## src/rtl/reg_bank_atomic.sv

```systemverilog
// reg_bank_atomic: byte-addressed RW register bank with atomic multi-byte commit, lock/err control and status snapshot
module reg_bank_atomic #(
  parameter int pBYTECNT_SIZE = 7,
  parameter logic [7:0] pADDR_BASE = 8'h60,
  parameter int pNUM_REGS = 4,
  parameter int pREG_BYTES = 4,
  parameter logic [pNUM_REGS*pREG_BYTES*8-1:0] pRESET_VALUE = '0
) (
  input  logic clk_usb,
  input  logic reset_n,
  input  logic [7:0] reg_address,
  input  logic [pBYTECNT_SIZE-1:0] reg_bytecnt,
  input  logic [7:0] reg_datai,
  output logic [7:0] reg_datao,
  input  logic reg_read,
  input  logic reg_write,
  input  logic [pREG_BYTES*8-1:0] status_i,
  output logic [pNUM_REGS*pREG_BYTES*8-1:0] regs_o,
  output logic [pNUM_REGS-1:0] update_o
);
  localparam int rw = pREG_BYTES * 8;
  localparam int iw = pNUM_REGS > 1 ? $clog2(pNUM_REGS) : 1;
  localparam int bw = pREG_BYTES > 1 ? $clog2(pREG_BYTES) : 1;
  localparam logic [8:0] nregs = 9'(pNUM_REGS);
  localparam logic [pBYTECNT_SIZE-1:0] nbytes = pBYTECNT_SIZE'(pREG_BYTES);
  localparam logic [pBYTECNT_SIZE-1:0] last = pBYTECNT_SIZE'(pREG_BYTES - 1);
  typedef enum logic {IDLE, STAGING} state_t;
  state_t state, state_nx;
  logic [rw-1:0] regs [pNUM_REGS];
  logic [rw-1:0] stg, snap, stg_mod;
  logic [iw-1:0] stg_idx, idx;
  logic [bw-1:0] bsel;
  logic [8:0] off;
  logic [7:0] rd_byte;
  logic lock, err;
  logic rw_hit, ctrl_hit, stat_hit, ctrl_wr, in_rng, bc0, wr_rw, own, start, mid, commit, err_set;
  // nine-bit offset so addresses below the base wrap far out of range instead of aliasing
  assign off = {1'b0, reg_address} - {1'b0, pADDR_BASE};
  assign idx = off[iw-1:0];
  assign bsel = reg_bytecnt[bw-1:0];
  assign rw_hit = off < nregs;
  assign ctrl_hit = off == nregs;
  assign stat_hit = off == nregs + 9'd1;
  assign ctrl_wr = reg_write && ctrl_hit;
  assign in_rng = reg_bytecnt < nbytes;
  assign bc0 = reg_bytecnt == '0;
  assign wr_rw = reg_write && rw_hit && !lock && in_rng;
  assign own = state == STAGING && stg_idx == idx;
  assign start = wr_rw && bc0;
  assign mid = wr_rw && !bc0 && own;
  assign commit = wr_rw && reg_bytecnt == last && (bc0 || own);
  assign err_set = wr_rw && !bc0 && !own;
  // a byte-0 write reseeds from the committed value; later bytes patch the staging buffer
  always_comb begin
    stg_mod = bc0 ? regs[idx] : stg;
    stg_mod[{bsel, 3'b000} +: 8] = reg_datai;
  end
  always_comb begin
    state_nx = (lock || commit) ? IDLE : start ? STAGING : state;
    rd_byte = (rw_hit && in_rng) ? regs[idx][{bsel, 3'b000} +: 8] :
              ctrl_hit ? {6'b0, err, lock} :
              (stat_hit && bc0) ? status_i[7:0] :
              (stat_hit && in_rng) ? snap[{bsel, 3'b000} +: 8] : 8'h00;
  end
  always_ff @(posedge clk_usb)
    if (!reset_n) state <= IDLE;
    else state <= state_nx;
  always_ff @(posedge clk_usb)
    if (!reset_n) begin
      for (int k = 0; k < pNUM_REGS; k++) regs[k] <= pRESET_VALUE[k*rw +: rw];
      stg <= '0;
      stg_idx <= '0;
      snap <= '0;
      lock <= 1'b0;
      err <= 1'b0;
      update_o <= '0;
      reg_datao <= '0;
    end else begin
      if (start || mid) stg <= stg_mod;
      if (start) stg_idx <= idx;
      if (commit) regs[idx] <= stg_mod;
      update_o <= commit ? pNUM_REGS'(1) << idx : '0;
      if (ctrl_wr) lock <= reg_datai[0];
      err <= err_set || (err && !(ctrl_wr && reg_datai[1]));
      if (reg_read && stat_hit && bc0) snap <= status_i;
      reg_datao <= reg_read ? rd_byte : 8'h00;
    end
  for (genvar i = 0; i < pNUM_REGS; i++) begin : g_out
    assign regs_o[i*rw +: rw] = regs[i];
  end
endmodule

```

## config.mk

```make
export PLATFORM = sky130hd
export DESIGN_NAME = reg_bank_atomic
export DESIGN_NICKNAME = d
export VERILOG_FILES = /design/src/rtl/reg_bank_atomic.sv
export SDC_FILE = /design/constraint.sdc
export NUM_CORES = 1
export LEC_CHECK = 0
export BUFFER_PORTS_ARGS = -buffer_cell sky130_fd_sc_hd__buf_2
export CAP_MARGIN = 40
export CORE_MARGIN = 3
export CORE_UTILIZATION = 50
export CTS_CLUSTER_DIAMETER = 120
export DETAILED_ROUTE_END_ITERATION = 8
export PLACE_DENSITY = 0.82
export SETUP_SLACK_MARGIN = 0.15
export SYNTH_ARGS = -nofsm -noshare
export SYNTH_HDL_FRONTEND = slang
export SYNTH_SLANG_ARGS = --single-unit
```

## constraint.sdc

```tcl
create_clock -name clk_usb -period 5.9 [get_ports clk_usb]
set_input_delay 0.295 -clock clk_usb [delete_from_list [all_inputs] [get_ports clk_usb]]
set_output_delay 0.295 -clock clk_usb [all_outputs]
set_load 0.1 [all_outputs]
```

==> metrics.csv <==
metric;value;unit
GRT overflow;0;
final max-slew violation count;0;
Area Growth Syn to Fin;20.6;%
DRT iter0 DRCs;875;
most frequent cell after synthesis;nor2_1;
routed len/inst;22.4;um
Worst Path Arrival;3.65;ns
hold crit path type;in2reg;
post-layout util;62.0;%
Comb pwr share;12.9;%
vias in the first global route;7517;
fin area;11700;um2
synth warn;0;
Peak VDD IR;0.000278;V
RSZ-0062 raised after global routing;false;
Seq cells post-synth;209;
PwrDens;302;nW/um2
# rows;50;
min Tclk post-route;3.47;ns
DRC;0;
Setup TNS;0;ns
Commonest cells post-synth;nor2_1, edfxtp_1, dfxtp_1;
worst slew pin tran;0.953;ns
Total Wirelength;27.9;mm
CP Capture Type;flop;
Leak;4.99;nW
number of synthesized flops with an enable pin;128;
Worst Path Required;6.08;ns
cts repair resizes;0;
ranking of synthesized cells by area;edfxtp_1, dfxtp_1, mux4_2;
die area;21100;um2
final std cells w/o fill;1247;
GR Util All Layers;25.4;%
I/O Buffers;198;
clock sink count;209;
Seq pwr share;45.1;%
sequential cell area;5470;um2
Final Cycle Share;58.8;%
Fmax achieved;288;MHz
Synth async-reset ratio;0;%
final RePlAce weighted congestion;0.909;
Synth top area share;39.6;%
Startpoint Class;input port;
Max Cap Viol;0;
postcts setup bufs;0;
outcome;completed;
initial antenna violation count;0;
Primary FF master, synth;edfxtp_1;
dpl cell area;10900;um2
TritonRoute pass-1 iters;5;
Clock Pin Slew Worst Setup and Hold Paths;0.06;ns
DPL Wire Length;19.1;mm
Post-Synthesis Cells;786;
Core Area;18900;um2
Synthesized Nets;852;
Vias/cell;6.11;
deepest level of the CTS H-tree;1;
Ports;199;
Clk pwr share;42.1;%
Via Count;7618;
Initial Util;51.4;%
worst-path maximum fanout;34;
cts bufs inserted;22;
Post-Syn Area;9710;um2
clock latency on the worst-skew pair;0.52;ns
Synth Area per Inst;12.4;um2
fill cell count;1483;
Nets;1037;
P_sw;0.966;mW
Max Buffers Root-to-Sink;3;
DRT antenna net count;0;
Int Power;2.57;mW
most area-hungry cell type in the Yosys netlist;edfxtp_1;
first-pass GRT wire length;42.7;mm
largest net degree at the start of global routing;76;
worst setup path class;in2reg;
Cell variety after synth;53;
share of post-route cells with drive strength above 1;31.1;%
Seq/Total Area, Yosys;56.3;%
clock root cell;clkbuf_16;
Die Ht;145;um
Slew HR;36.5;%
hold buffer count at CTS;0;
Placed Instances;1207;
switch share;27.3;%
TritonCTS clock tree;done;
Die X-Extent;145;um
Pwr Total;3.54;mW
Multi-input gate area;3970;um2
Setup Viol. Count Final;0;
antenna diode count;0;
Worst Skew;0.0181;ns
Final Hold Viols;0;
cell type report:
type	instances	share of cell area (%)
clock buffers	26	5.09
clock inverters	14	1.59
inverters	6	0.192
multi-input cells	516	33.9
flip-flops and latches	209	46.7
well taps	260	2.78
repair buffers	216	9.77
through the flow:
stage	hold WS, ns	worst slack, ns
floorplan	0.448	0.770
detailed placement	0.471	2.04
CTS	0.0402	2.49
finish	0.0454	2.43
global route	0.0564	2.14
global placement	0.468	2.18
registers in the layout, indices dropped and copies added (netlist names):
signal	cells
err	1
snap	32
state	1
regs	128
stg_idx	2
lock	1
update_o	4
stg	32
reg_datao	8
final timing paths:
check,cells after the start,slack [ns],endpoint,startpoint
worst max-delay path,9,2.43,regs[1][8],reg_bytecnt[0]
worst min-delay path,3,0.05,snap[19],status_i[19]
worst max register to register,7,2.99,regs[1][8],stg_idx[0]
worst min register to register,1,0.50,stg[12],stg[12]
cell usage in the layout (no fill, tap or decap), drive strengths merged, types with 5 or more instances in the layout:
cell type,count
o21ai,10
a221oi,32
edfxtp,128
mux2i,43
clkinv,5
nor3,6
nand2,40
clkbuf,26
nor2,135
or3,6
mux4,40
nor2b,46
o211a,32
nand2b,26
ha,7
a22o,16
inv,8
a21oi,32
buf,216
and2,9
dfxtp,81
worst max-delay path, cell delays in order:
cell     delay (ns)
buf_2          0.23
inv_1          0.23
ha_1           0.75
a31oi_1        0.26
nor3b_1        0.56
nand3_2        0.13
buf_4          0.28
nand2_1        0.46
buf_4          0.41
cell families after synthesis:
group / Yosys count / synth area share [%]
AO/OA/AOI/OAI: 134 / 10.8
XOR/XNOR: 2 / 0.180
adder cells (fa/ha/maj): 7 / 0.902
buffers and inverters: 61 / 3.01
flip-flops: 209 / 56.3
multiplexers: 83 / 13.7
AND/OR/NAND/NOR: 290 / 15.1
layer usage:
layer  global-route usage, %  vias to the layer above  wire (um)
met3                    6.45                       72       3310
met1                    35.1                     3711      10800
met2                    40.3                      522      13000
met4                    7.55                        0        751
li1                        -                     3313          -
met5                       0                        -          0
power by group through the flow:
stage	registers, mW	logic [mW]	clock network, mW
after CTS	1.59	0.453	1.49
final	1.59	0.455	1.49
after floorplan	1.85	0.114	0
after detailed placement	1.63	0.451	0
after global routing	1.60	0.468	1.55
after global placement	1.62	0.447	0
(Power assumes the default switching activity.)
